$ cat config.mk
export PLATFORM = sky130hd
export DESIGN_NAME = hawk_axird_arb
export DESIGN_NICKNAME = d
export VERILOG_FILES = /design/src/rtl/hawk_axird_arb.sv
export SDC_FILE = /design/constraint.sdc
export NUM_CORES = 1
export LEC_CHECK = 0
export BUFFER_PORTS_ARGS = -buffer_cell sky130_fd_sc_hd__buf_2
export CAP_MARGIN = 15
export CORE_AREA = 2 2 712 714
export DETAILED_ROUTE_END_ITERATION = 10
export DIE_AREA = 0 0 714 716
export PLACE_DENSITY = 0.3
export SLEW_MARGIN = 20
export SYNTH_ARGS = -nofsm -noshare
export SYNTH_HDL_FRONTEND = slang
export SYNTH_SLANG_ARGS = --single-unit
$ cat constraint.sdc
create_clock -name clk -period 2.3 [get_ports clk]
set_clock_uncertainty 0.05 [all_clocks]
set_input_delay 0 -clock clk [delete_from_list [all_inputs] [get_ports clk]]
set_output_delay 0 -clock clk [all_outputs]
set_load 0.05 [all_outputs]
$ cat src/rtl/hawk_axird_arb.sv
// Two-requester AXI read-channel arbiter (m0 = HAWK, m1 = CPU) with one outstanding
// transaction, HAWK priority with a starvation guard or plain round-robin.
//
// state | meaning
// IDLE  | arbitrate; winner's arready pulses and its AR payload is captured
// ADDR  | out_arvalid held with registered payload until out_arready
// DATA  | R beats routed to the owner until the out_rlast handshake
module hawk_axird_arb #(
  parameter int ADDR_W     = 64,
  parameter int DATA_W     = 512,
  parameter int ID_W       = 6,
  parameter int STARVE_MAX = 4
) (
  input  logic              clk,
  input  logic              rst,
  input  logic              hawk_prio,

  input  logic              m0_arvalid,
  output logic              m0_arready,
  input  logic [ADDR_W-1:0] m0_araddr,
  input  logic [ID_W-1:0]   m0_arid,
  input  logic [7:0]        m0_arlen,
  output logic              m0_rvalid,
  input  logic              m0_rready,
  output logic [DATA_W-1:0] m0_rdata,
  output logic [ID_W-1:0]   m0_rid,
  output logic [1:0]        m0_rresp,
  output logic              m0_rlast,

  input  logic              m1_arvalid,
  output logic              m1_arready,
  input  logic [ADDR_W-1:0] m1_araddr,
  input  logic [ID_W-1:0]   m1_arid,
  input  logic [7:0]        m1_arlen,
  output logic              m1_rvalid,
  input  logic              m1_rready,
  output logic [DATA_W-1:0] m1_rdata,
  output logic [ID_W-1:0]   m1_rid,
  output logic [1:0]        m1_rresp,
  output logic              m1_rlast,

  output logic              out_arvalid,
  input  logic              out_arready,
  output logic [ADDR_W-1:0] out_araddr,
  output logic [ID_W-1:0]   out_arid,
  output logic [7:0]        out_arlen,
  input  logic              out_rvalid,
  output logic              out_rready,
  input  logic [DATA_W-1:0] out_rdata,
  input  logic [ID_W-1:0]   out_rid,
  input  logic [1:0]        out_rresp,
  input  logic              out_rlast,

  output logic              busy,
  output logic              proto_err
);

  localparam int SW = (STARVE_MAX < 1) ? 1 : $clog2(STARVE_MAX + 1);
  localparam logic [SW-1:0] STARVE_LIM = SW'(STARVE_MAX);

  typedef enum logic [1:0] {IDLE, ADDR, DATA} state_e;

  state_e            state_q;
  logic              owner_q;      // 1 = m1 owns the outstanding read
  logic              last_gnt_q;   // 1 = m1 was granted most recently
  logic [SW-1:0]     starve_cnt_q;
  logic [7:0]        beat_cnt_q;
  logic              out_arvalid_q;
  logic              busy_q;
  logic              proto_err_q;
  logic [ADDR_W-1:0] out_araddr_q;
  logic [ID_W-1:0]   out_arid_q;
  logic [7:0]        out_arlen_q;

  logic starved;
  logic pick_m1;
  logic gnt;
  logic in_data;
  logic owner_rready;
  logic beat;

  always_comb begin
    starved = (starve_cnt_q == STARVE_LIM) && m1_arvalid;
    pick_m1 = m1_arvalid;
    if (m0_arvalid && m1_arvalid) begin
      pick_m1 = hawk_prio ? starved : !last_gnt_q;
    end
    // Gated by rst so no requester sees a handshake that reset will discard.
    gnt = !rst && (state_q == IDLE) && (m0_arvalid || m1_arvalid);
  end

  assign m0_arready = gnt && !pick_m1;
  assign m1_arready = gnt && pick_m1;

  assign in_data      = (state_q == DATA);
  assign owner_rready = owner_q ? m1_rready : m0_rready;
  assign out_rready   = in_data && owner_rready;
  assign m0_rvalid    = in_data && !owner_q && out_rvalid;
  assign m1_rvalid    = in_data && owner_q && out_rvalid;
  assign beat         = out_rvalid && out_rready;

  assign m0_rdata = out_rdata;
  assign m0_rid   = out_rid;
  assign m0_rresp = out_rresp;
  assign m0_rlast = out_rlast;
  assign m1_rdata = out_rdata;
  assign m1_rid   = out_rid;
  assign m1_rresp = out_rresp;
  assign m1_rlast = out_rlast;

  assign out_arvalid = out_arvalid_q;
  assign out_araddr  = out_araddr_q;
  assign out_arid    = out_arid_q;
  assign out_arlen   = out_arlen_q;
  assign busy        = busy_q;
  assign proto_err   = proto_err_q;

  always_ff @(posedge clk) begin
    if (rst) begin
      state_q       <= IDLE;
      owner_q       <= 1'b0;
      last_gnt_q    <= 1'b1;
      starve_cnt_q  <= '0;
      beat_cnt_q    <= '0;
      out_arvalid_q <= 1'b0;
      busy_q        <= 1'b0;
      proto_err_q   <= 1'b0;
      out_araddr_q  <= '0;
      out_arid_q    <= '0;
      out_arlen_q   <= '0;
    end else begin
      case (state_q)
        IDLE: begin
          if (gnt) begin
            state_q       <= ADDR;
            out_arvalid_q <= 1'b1;
            busy_q        <= 1'b1;
            owner_q       <= pick_m1;
            last_gnt_q    <= pick_m1;
            beat_cnt_q    <= '0;
            out_araddr_q  <= pick_m1 ? m1_araddr : m0_araddr;
            out_arid_q    <= pick_m1 ? m1_arid   : m0_arid;
            out_arlen_q   <= pick_m1 ? m1_arlen  : m0_arlen;
            if (pick_m1) begin
              starve_cnt_q <= '0;
            end else if (m1_arvalid && (starve_cnt_q != STARVE_LIM)) begin
              starve_cnt_q <= starve_cnt_q + 1'b1;
            end
          end
        end
        ADDR: begin
          if (out_arready) begin
            state_q       <= DATA;
            out_arvalid_q <= 1'b0;
          end
        end
        DATA: begin
          if (beat) begin
            beat_cnt_q <= beat_cnt_q + 8'd1;
            // rlast must coincide exactly with beat index == arlen.
            if (out_rlast != (beat_cnt_q == out_arlen_q)) begin
              proto_err_q <= 1'b1;
            end
            if (out_rlast) begin
              state_q <= IDLE;
              busy_q  <= 1'b0;
            end
          end
        end
        default: begin
          state_q       <= IDLE;
          out_arvalid_q <= 1'b0;
          busy_q        <= 1'b0;
        end
      endcase
      if (!hawk_prio) begin
        starve_cnt_q <= '0;
      end
    end
  end

endmodule

* Word-level counts from Yosys, hierarchy flattened *
Index checks and enable logic that the tools add are counted.

word-level totals
  register bits after elaboration = 96
  input bits = 686
  output and inout bits = 1128
  logic and storage cells = 77

cells by class
  add/sub/neg operators = 2
  eq/ne operators = 10
  multiplexer cells = 22
  bitwise operators = 3
  reduce and logical (&&, ||, !) cells = 29

operators by type and width
  kind                                                                   number
  64-bit two-way mux                                                     1
  8-bit two-way mux                                                      3
  8-bit case mux with 2 select lines                                     1
  1-bit logical AND                                                      13
  3-bit AND reduction                                                    4
  8-bit by 1-bit adder with 8-bit output, second input constant          1
  8-bit equality test                                                    1
  2-bit two-way mux                                                      4
  4-bit AND reduction                                                    2
  1-bit two-way mux                                                      7
  3-bit two-way mux                                                      2
  6-bit two-way mux                                                      1
  2-bit != test, second input constant                                   3
  1-bit case mux with 3 select lines                                     2
  2-bit case mux with 3 select lines                                     1
  1-bit zero test                                                        4
  2-bit nonzero test                                                     2
  3-bit by 1-bit adder with 3-bit output, second input constant          1
  3-bit equality test, second input constant                             1
  3-bit != test, second input constant                                   1
  1-bit NOT                                                              3
  2-bit by 1-bit equality test with 1-bit output, second input constant  1
  2-bit equality test, second input constant                             1
  2-bit zero test                                                        1
  other kinds (5)                                                        5

* Longest topological paths before layout *
Gate-level depths: netlist of run 1.

  depth after elaboration = 6
  mapped depth = 8
  depth with buffers taken out = 6

* Least setup slack after synthesis of run 1 *
OpenSTA, ideal clock, no wires.

  path kind = reg-to-output
  start point = reg starve_cnt_q[0]
  end point = out m0_arready
  arrival time = 2.325 ns
  data required time = 2.250 ns
  path slack = -0.075 ns
  cell stages (with the launch flop) = 8
  buffers on the path = 2
  cells stage by stage = dfxtp_1 -> inv_1 -> ha_1 -> and3_1 -> o21a_1 -> buf_2 -> buf_2 -> nor3_1

on the way
  longest elaborated chain between the ends = 6

RTL lines
  what                    RTL line  RTL
  start, declared         66        logic [SW-1:0] starve_cnt_q;
  start signal, assigned  147       starve_cnt_q <= starve_cnt_q + 1'b1;
  3-bit equality test     83        starved = (starve_cnt_q == STARVE_LIM) && m1_arvalid;
  1-bit logical AND       83
  1-bit two-way mux       86        pick_m1 = hawk_prio ? starved : !last_gnt_q;
  1-bit two-way mux       85        if (m0_arvalid && m1_arvalid) begin
  1-bit zero test         92        assign m0_arready = gnt && !pick_m1;
  1-bit logical AND       92
  end, declared           19        output logic m0_arready,

Every way passes these cells.

* Worst setup path in the final report of run 1 *
  start point = reg starve_cnt_q[1]
  end point = out m0_arready

Same word-level chain as after synthesis.

==> flow_metrics.env, run 1 <==
export IMPL_outcome="complete, no violations"
export IMPL_holdCritStartpoint="out_rdata[337]"
export IMPL_grt_use_total=0.121
export IMPL_synth_simple_area_share=0.150
export IMPL_hold_viol_final=0
export IMPL_hp_class="input port to output port"
export IMPL_vias=12000
export IMPL_drive_gt1_frac=0.468
export IMPL_grt_pass1_vias=11100
export IMPL_drv_slew=0
export IMPL_p_clk_frac=0.155
export IMPL_worst_ep_arrival_time_ps=2110
export IMPL_start_util=0.0243
export IMPL_synth_warnings=0
export IMPL_period_needed_ps=2160
export IMPL_netSwitchingFraction=0.641
export IMPL_detail_route_antenna_nets=0
export IMPL_drc=0
export IMPL_place_congestion=0.691
export IMPL_switchingPower_uw=9440
export IMPL_syn_instance_count=1615
export IMPL_fmax_mhz=464
export IMPL_p_comb_frac=0.704
export IMPL_worst_slew_pin_slew_ps=1240
export IMPL_slew_headroom=0.168
export IMPL_layout_commonest_cell="buf_12"
export IMPL_p_int_uw=5290
export IMPL_hold_path_end="m0_rdata[337]"
export IMPL_netlist_area_mm2=0.0122
export IMPL_avgViaCountPerCell=1.45
export IMPL_routedWlPerCell_um=39.1
export IMPL_syn_area_per_cell_um2=7.58
export IMPL_criticalPathCategory="register to output port"
export IMPL_rr_endpoint="out_araddr[22]$_SDFFE_PP0P_"
export IMPL_whs_ps=14.1
export IMPL_final_cell_mix="384 x buf_12, 304 x dlygate4sd3_1, 264 x buf_2, 156 x nor3_1, 93 x dfxtp_1"
export IMPL_dpl_cell_area_mm2=0.0142
export IMPL_p_per_area_mw_per_mm2=576
export IMPL_cp_end_kind="output port"
export IMPL_required_ps=2250
export IMPL_drv_cap=0
export IMPL_core_area_mm2=0.504
export IMPL_post_synth_num_cell_types=39
export IMPL_cts_path_max_buffers=3
export IMPL_grt_max_degree=76
export IMPL_whs_path_depth=0
export IMPL_syn_nets=2304
export IMPL_fp_dieH_um=716
export IMPL_synthMuxAreaShare=0.00419
export IMPL_start_kind="register"
export IMPL_grt_first_pass_wirelength_mm=350
export IMPL_synth_compound_area_frac=0.0179
export IMPL_rows=261
export IMPL_clock_latency_ps=560
export IMPL_area_delta_synth_final_pct=109
export IMPL_drt_iter0_drc=961
export IMPL_finalNetCount=2200
export IMPL_timing_final_ws_setup_ps=145
export IMPL_synth_adder_area_share=0.00306
export IMPL_io_pins=1814
export IMPL_synth_seq_cells=96
export IMPL_seqPwrFrac=0.141
export IMPL_grt_overflow=0
export IMPL_ctsRootBufferMaster="clkbuf_16"
export IMPL_reg2reg_from="starve_cnt_q[1]$_SDFFE_PP0P_"
export IMPL_wirelength_mm=325
export IMPL_cts_max_level=3
export IMPL_antenna_found_initial=110
export IMPL_dieWidth_um=714
export IMPL_cts_tree="yes"
export IMPL_yosysSeqAreaShare=0.157
export IMPL_stdcell_area_mm2=0.0256
export IMPL_worstPathMaxFanout=18
export IMPL_synth_xor_area_frac=0.00644
export IMPL_dp_hpwl_mm=293
export IMPL_ir_worst_vdd_uv=359
export IMPL_finalCritPeriodShare=0.937
export IMPL_io_buffer_count=253
export IMPL_p_leak_uw=0.00779
export IMPL_regToRegSetupSlack_ps=210
export IMPL_dr_pass1_iters=9
export IMPL_clk_pin_slew_ps=130
export IMPL_fin_setup_tns_ps=0
export IMPL_final_util=0.0508
export IMPL_cts_num_sinks=96
export IMPL_dp_slack_ps=271
export IMPL_dieArea_mm2=0.511
export IMPL_r2r_cells=8
export IMPL_numCtsBuffers=13
export IMPL_synth_top_family_by_area="buffers and inverters"
export IMPL_finalSetupViolations=0
[layout make-up]
| cell class | count | area (µm²) |
|---|---|---|
| Multi-Input combinational cell | 412 | 2280 |
| Fill cell | 59500 | 478000 |
| Clock inverter | 1 | 8.76 |
| Antenna cell | 91 | 228 |
| Inverter | 7 | 26.3 |
| Timing Repair Buffer | 981 | 12400 |
| Clock buffer | 16 | 357 |
| Tap cell | 6706 | 8390 |
| Sequential cell | 96 | 1930 |
[cell usage after synthesis]
| cell type | count | area share |
|---|---|---|
| a211oi_1 | 1 | 0.00061 |
| a21oi_1 | 11 | 0.0045 |
| a31oi_1 | 1 | 0.00051 |
| and3_1 | 1 | 0.00051 |
| buf_2 | 30 | 0.012 |
| buf_4 | 1042 | 0.64 |
| clkbuf_1 | 28 | 0.0086 |
| dfxtp_1 | 96 | 0.16 |
| ha_1 | 3 | 0.0031 |
| inv_1 | 7 | 0.0021 |
| mux2_2 | 1 | 0.00092 |
| mux2i_1 | 4 | 0.0033 |
| nand2_1 | 10 | 0.0031 |
| nand2b_1 | 2 | 0.0010 |
| nand3_1 | 6 | 0.0025 |
| nand3b_1 | 2 | 0.0012 |
| nand3b_4 | 1 | 0.0016 |
| nand4_1 | 4 | 0.0020 |
| nor2_1 | 88 | 0.027 |
| nor2_2 | 1 | 0.00051 |
| nor3_1 | 158 | 0.065 |
| nor3b_1 | 4 | 0.0025 |
| nor4_1 | 79 | 0.040 |
| nor4b_1 | 1 | 0.00072 |
| o2111ai_1 | 2 | 0.0014 |
| o211a_1 | 1 | 0.00082 |
| o211ai_1 | 3 | 0.0018 |
| o21a_1 | 1 | 0.00061 |
| o21ai_0 | 9 | 0.0037 |
| o21ai_2 | 1 | 0.00072 |
| o21ba_2 | 1 | 0.00082 |
| o311a_1 | 1 | 0.00082 |
| o311ai_0 | 1 | 0.00072 |
| o32a_1 | 1 | 0.00082 |
| or2_1 | 1 | 0.00051 |
| or2_4 | 1 | 0.00072 |
| or3_1 | 1 | 0.00051 |
| or4_1 | 1 | 0.00061 |
| xnor2_1 | 9 | 0.0064 |
[power by group through the flow]
stage          registers [µW]  clock network (µW)  logic, µW
2_1_floorplan            2710                   0       5560
3_3_place_gp             2130                   0       3510
3_5_place_dp             2120                   0       3490
4_1_cts                  2090                2550       9740
5_1_grt                  2120                2540      10700
6_report                 2070                2290      10400
[registers in the layout, indices dropped and copies added, names as in the netlist]
| name | flops |
|---|---|
| out_arid | 6 |
| starve_cnt_q | 3 |
| last_gnt_q | 1 |
| state_q | 2 |
| proto_err | 1 |
| out_araddr | 64 |
| beat_cnt_q | 8 |
| owner_q | 1 |
| out_arvalid | 1 |
| out_arlen | 8 |
| busy | 1 |
[per-stage QoR]
stage | power, µW | cells
final | 14700 | 8310
after global routing | 15400 | 8297
after CTS | 14400 | 8148
after detailed placement | 5620 | 7493
after global placement | 5640 | 7493
after floorplan | 8270 | 1615
[metal layers]
metal	routed length, µm	up-vias	global-route usage
li1	-	4099	-
met1	116000	5656	0.111
met2	140000	1813	0.181
met3	56500	428	0.124
met4	11900	40	0.0435
met5	769	-	0.00622
[cells by family after synthesis]
kind of cell    Yosys count
xor+xnor                  9
buf+inv                1107
fa+ha+maj                 3
compound gates           34
mux                       5
simple gates            361
flops                    96
[critical path, cell delays in order (launching register included)]
cell,delay [ps]
dfxtp_2,360
inv_1,40
ha_1,180
and3_4,190
o21a_4,240
buf_12,170
nor3_4,160
buf_6,180
[worst max-delay path by stage]
stage	from	endpoint	slack, ps	cells after the start
CTS	last_gnt_q$_SDFFE_PP1P_	m1_arready	20	6
floorplan	starve_cnt_q[0]$_SDFFE_PP0P_	m1_arready	120	6
finish	starve_cnt_q[1]$_SDFFE_PP0P_	m0_arready	140	7
detailed placement	starve_cnt_q[0]$_SDFFE_PP0P_	out_araddr[12]$_SDFFE_PP0P_	270	7
global placement	starve_cnt_q[0]$_SDFFE_PP0P_	out_araddr[3]$_SDFFE_PP0P_	280	7
global route	starve_cnt_q[1]$_SDFFE_PP0P_	m0_arready	-4	7
[repair_timing]
item / CTS / global route
cloned: 1 / 1
pin swaps: 2 / 0
resized for setup: 9 / 9
setup buffers: 3 / 1
endpoints found under the hold margin: 996 / 119
setup endpoints to repair: 3 / 24
hold buffers: 634 / 69
No activity file was read; power rests on OpenSTA's default activity.
==> run 2, diff against run 1 <==
==> constraint.sdc (replaced) <==
create_clock -name clk -period 2.3 [get_ports clk]
set_clock_uncertainty 0.05 [all_clocks]
set_input_delay 0 -clock clk [delete_from_list [all_inputs] [get_ports clk]]
set_output_delay 0 -clock clk [all_outputs]
set_load 0.005 [all_outputs]
==> run 2 against run 1 <==
  * Critical path type is now register to register
  * First-iteration DRC count is 9.6% lower
  * Highest routed layer unchanged
  * Cell count is 0.34% higher
  * Combinational power is 45% lower
  * Clock power is 3% lower
  * Via count is 11% higher
==> flow_metrics.env, run 2 (synthesis results as in run 1) <==
export IMPL_finalSetupViolations=0
export IMPL_clock_latency_ps=580
export IMPL_cts_num_sinks=96
export IMPL_slowest_delay_ps=560
export IMPL_ir_worst_vdd_uv=368
export IMPL_area_delta_synth_final_pct=80.5
export IMPL_required_ps=2730
export IMPL_start_util=0.0243
export IMPL_clk_pin_slew_ps=140
export IMPL_grt_pass1_vias=11600
export IMPL_dieArea_mm2=0.511
export IMPL_largest_register_ff_count=64
export IMPL_grt_use_total=0.121
export IMPL_io_buffer_count=253
export IMPL_avgViaCountPerCell=1.61
export IMPL_timing_final_ws_setup_ps=132
export IMPL_period_needed_ps=2170
export IMPL_drive_gt1_frac=0.230
export IMPL_gr_usage_met3=0.105
export IMPL_path_cells="or2_1, o32a_1, o21ai_0, a21oi_1, dlygate4sd3_1"
export IMPL_outcome="complete, no violations"
export IMPL_rows=261
export IMPL_fmax_mhz=461
export IMPL_routedWlPerCell_um=38.6
export IMPL_antenna_found_initial=394
export IMPL_cp_end_kind="register"
export IMPL_drc=0
export IMPL_grt_overflow=0
export IMPL_finalNetCount=2199
export IMPL_drv_cap=0
export IMPL_worst_ep_arrival_time_ps=2600
export IMPL_p_leak_uw=0.00594
export IMPL_io_pins=1814
export IMPL_dp_hpwl_mm=294
export IMPL_path_buf_inv=1
export IMPL_fp_dieH_um=716
export IMPL_hold_viol_final=0
export IMPL_wirelength_mm=321
export IMPL_worstPathMaxFanout=7
export IMPL_numCtsBuffers=13
export IMPL_slew_headroom=0.217
export IMPL_cts_path_max_buffers=3
export IMPL_vias=13400
export IMPL_grt_first_pass_wirelength_mm=349
export IMPL_cts_tree="yes"
export IMPL_dr_pass1_iters=5
export IMPL_rsz0062_at_grt="false"
export IMPL_drv_slew=0
export IMPL_hp_class="input port to output port"
export IMPL_criticalPathCategory="register to register"
export IMPL_grt_max_degree=54
export IMPL_whs_ps=25.3
export IMPL_total_power_uw=9960
export IMPL_busiest_layer="met2"
export IMPL_fillCellCount=59800
export IMPL_layout_commonest_cell="dlygate4sd3_1"
export IMPL_slowest_stage="dlygate4sd3_1"
export IMPL_detail_route_antenna_nets=0
export IMPL_grt_util_met2=0.176
export IMPL_dp_slack_ps=151
export IMPL_critPathTopFamily="compound AO/OA/AOI/OAI gates"
export IMPL_place_congestion=0.694
export IMPL_cts_max_level=3
export IMPL_finalCritPeriodShare=0.942
export IMPL_stdcell_count=8338
export IMPL_fin_setup_tns_ps=0
export IMPL_start_kind="register"
export IMPL_drt_iter0_drc=869
export IMPL_post_place_cells=7508
export IMPL_dieWidth_um=714
export IMPL_core_area_mm2=0.504
export IMPL_gr_usage_met1=0.124
export IMPL_p_per_area_mw_per_mm2=451
export IMPL_worst_slew_pin_slew_ps=1170
export IMPL_final_cell_mix="658 x dlygate4sd3_1, 254 x buf_2, 157 x nor3_1, 95 x dfxtp_1, 88 x nor2_1"
export IMPL_ctsRootBufferMaster="clkbuf_16"
==> run 2: what timing repair did <==
action,4_1_cts,5_1_grt
gates cloned,0,0
hold buffers,689,0
hold endpoints to repair,1128,0
pin swaps,2,0
buffers inserted,3,1
endpoints found under the setup margin,2,1
gates resized for setup,3,0
==> run 2: final timing paths <==
path	from	endpoint	slack, ps	cells after the start
worst max register to register	state_q[1]$_SDFFE_PP0P_	beat_cnt_q[2]$_SDFFE_PP0P_	130	5
worst min-delay path	out_rid[1]	m1_rid[1]	30	0
worst min register to register	out_arvalid$_SDFFE_PP0P_	out_arvalid$_SDFFE_PP0P_	410	2
worst max-delay path	state_q[1]$_SDFFE_PP0P_	beat_cnt_q[2]$_SDFFE_PP0P_	130	5
==> run 2: layer usage <==
metal / vias to the layer above / part of all wire
li1: 4117 / -
met1: 5816 / 0.35
met2: 2261 / 0.40
met3: 985 / 0.19
met4: 236 / 0.055
met5: - / 0.0059
==> run 2: worst reg2reg max path: stages, from the launching register on <==
cell and delay [ps]:
dfxtp_1 390, or2_1 320, o32a_1 490, o21ai_0 220, a21oi_1 80, dlygate4sd3_1 560
==> run 2: cell type report <==
type	count	area (µm²)	share of cell area
diodes	121	303	0.0137
clock buffers	15	343	0.0155
clock inverters	1	8.76	0.000396
inverters	7	26.3	0.00119
multi-input cells	412	2260	0.102
flip-flops and latches	96	1920	0.0870
well taps	6706	8390	0.380
repair buffers	980	8850	0.400
==> run 2: through the flow <==
step / cell area (µm²) / utilization
2_1_floorplan: 12200 / -
3_3_place_gp: 14200 / 0.0283
3_5_place_dp: 14200 / 0.0283
4_1_cts: 21800 / 0.0433
5_1_grt: 22000 / 0.0437
6_report: 22100 / 0.0439
==> run 2: report_power, final <==
part	leakage [µW]	total, µW	internal, µW	switching (µW)
Clock	0.000174	2210	1060	1150
Combinational	0.00497	5670	1460	4210
Sequential	0.000796	2080	1870	209
==> run 3, diff against run 2 <==
--- a/config.mk
+++ b/config.mk
@@ -10,7 +10,6 @@
 export CORE_AREA = 2 2 712 714
 export DETAILED_ROUTE_END_ITERATION = 10
 export DIE_AREA = 0 0 714 716
-export PLACE_DENSITY = 0.3
 export SLEW_MARGIN = 20
 export SYNTH_ARGS = -nofsm -noshare
 export SYNTH_HDL_FRONTEND = slang
==> run 3 against run 2 <==
  * First-iteration DRC count grew 20%
  * Global-route usage grew 3.9 points
  * Largest cell class unchanged
  * Worst setup slack gained 49 ps
  * Count of clock-buffer cells in the layout shrank 5
  * Cell count grew 0.64%
  * Flip-flop and latch count is the same
  * Maximum frequency grew 2.3%
  * Clock power shrank 13%
  * Via count grew 4.9%
  * Worst hold slack gained 40 ps
  * Combinational power grew 19%
  * Utilization grew 0.15 points
==> flow_metrics.env, run 3 (synthesis results as in run 1) <==
export IMPL_outcome="complete, no violations"
export IMPL_fp_dieH_um=716
export IMPL_final_util=0.0454
export IMPL_post_place_cells=7493
export IMPL_worst_ep_arrival_time_ps=2070
export IMPL_slowest_stage="dfxtp_1"
export IMPL_grt_overflow=0
export IMPL_cts_max_level=3
export IMPL_detail_route_antenna_nets=0
export IMPL_clock_latency_ps=430
export IMPL_regToRegSetupSlack_ps=230
export IMPL_rsz0062_at_grt="false"
export IMPL_wirelength_mm=424
export IMPL_hp_class="input port to output port"
export IMPL_stdcell_area_mm2=0.0229
export IMPL_fmax_mhz=472
export IMPL_numCtsBuffers=9
export IMPL_cts_num_sinks=96
export IMPL_grt_pass1_vias=11800
export IMPL_dp_slack_ps=244
export IMPL_worst_slew_pin_slew_ps=1320
export IMPL_dieWidth_um=714
export IMPL_routedWlPerCell_um=50.5
export IMPL_area_delta_synth_final_pct=86.6
export IMPL_drv_slew=0
export IMPL_start_util=0.0243
export IMPL_fin_setup_tns_ps=0
export IMPL_ctsRootBufferMaster="clkbuf_16"
export IMPL_drv_cap=0
export IMPL_cts_tree="yes"
export IMPL_slew_headroom=0.116
export IMPL_stdcell_count=8391
export IMPL_largest_register_ff_count=64
export IMPL_dp_hpwl_mm=385
export IMPL_cts_resized=0
export IMPL_path_cells="nor2_1, o21ai_4, buf_12, nor3_1, buf_2"
export IMPL_layout_commonest_cell="dlygate4sd3_1"
export IMPL_p_per_area_mw_per_mm2=470
export IMPL_clk_pin_slew_ps=110
export IMPL_avgViaCountPerCell=1.68
export IMPL_dpl_cell_area_mm2=0.0141
export IMPL_grt_max_degree=65
export IMPL_p_clk_frac=0.179
export IMPL_io_buffer_count=253
export IMPL_cp_end_kind="output port"
export IMPL_rows=261
export IMPL_finalNetCount=2204
export IMPL_antenna_found_initial=381
export IMPL_finalCritPeriodShare=0.921
export IMPL_place_congestion=0.772
export IMPL_timing_final_ws_setup_ps=182
export IMPL_period_needed_ps=2120
export IMPL_finalSetupViolations=0
export IMPL_dr_pass1_iters=5
export IMPL_hold_viol_final=0
export IMPL_switchingPower_uw=6490
export IMPL_dieArea_mm2=0.511
export IMPL_p_leak_uw=0.00623
export IMPL_drive_gt1_frac=0.256
export IMPL_p_int_uw=4260
export IMPL_grt_use_total=0.159
export IMPL_required_ps=2250
export IMPL_slowest_delay_ps=400
export IMPL_grt_first_pass_wirelength_mm=452
export IMPL_drc=0
export IMPL_worstPathMaxFanout=35
export IMPL_multi_input_comb_area_mm2=0.00225
export IMPL_cts_path_max_buffers=2
export IMPL_ir_worst_vdd_uv=343
export IMPL_drt_iter0_drc=1040
export IMPL_vias=14100
export IMPL_seqPwrFrac=0.191
export IMPL_io_pins=1814
export IMPL_criticalPathCategory="register to output port"
export IMPL_regArea_mm2=0.00192
export IMPL_start_kind="register"
export IMPL_p_comb_frac=0.630
export IMPL_fillCellCount=59700
export IMPL_core_area_mm2=0.504
export IMPL_final_cell_mix="624 x dlygate4sd3_1, 255 x buf_2, 158 x nor3_1, 96 x dfxtp_1, 96 x buf_12"
export IMPL_netSwitchingFraction=0.604
[run 3: changes by cell type in the layout (fill, tap and decap cells not counted), sizes merged]
cell         change
clkbuf           -5
clkinvlp         +1
diode           +44
clkinv           +2
dlygate4sd3     -34
inv              +2
buf             +43
[run 3: cell type report]
type / instances / area share
Timing Repair Buffer: 989 / 0.418
Sequential cell: 96 / 0.0841
Tap cell: 6706 / 0.367
Multi-Input combinational cell: 412 / 0.0986
Antenna cell: 165 / 0.0181
Inverter: 7 / 0.00115
Clock inverter: 6 / 0.00268
Clock buffer: 10 / 0.0105
[run 3: layer usage]
metal,vias to the layer above,global-route usage,wire length (µm)
met4,240,0.0580,23200
met1,6278,0.155,142000
met5,-,0.00952,2140
li1,4184,-,-
met2,2376,0.243,178000
met3,1000,0.139,79000
[run 3: stage by stage]
stage / power, µW / hold WS (ps)
detailed placement: 4670 / -49.7
global placement: 4660 / -49.7
global route: 11200 / 14.4
floorplan: 4170 / 30.8
CTS: 10900 / 0.00445
finish: 10800 / 64.8
[run 3: worst paths after layout]
kind,start,endpoint,cells past startpoint
worst min-delay path,out_rdata[93],m1_rdata[93],0
worst min register to register,out_arvalid$_SDFFE_PP0P_,out_arvalid$_SDFFE_PP0P_,2
worst max-delay path,state_q[1]$_SDFFE_PP0P_,m0_arready,5
worst max register to register,state_q[1]$_SDFFE_PP0P_,out_araddr[48]$_SDFFE_PP0P_,6
[run 3: power groups by stage]
stage          sequential [µW]  clock (µW)  combinational (µW)
2_1_floorplan             2040           0                2130
5_1_grt                   2080        2100                7060
6_report                  2050        1930                6770
4_1_cts                   2050        2070                6800
3_3_place_gp              2080           0                2580
3_5_place_dp              2090           0                2580
[run 3: timing repair]
action,CTS,global route
endpoints found under the setup margin,1,1
endpoints found under the hold margin,1086,25
setup buffers,0,2
pin swaps,1,1
hold buffers,692,23
[run 3: worst max-delay path: cells and delay by family (launching register included)]
family | cells | cell delay (ps)
AOI/OAI and AO/OA | 1 | 310
buffers and inverters | 2 | 410
DFF | 1 | 400
and+or+nand+nor | 2 | 470
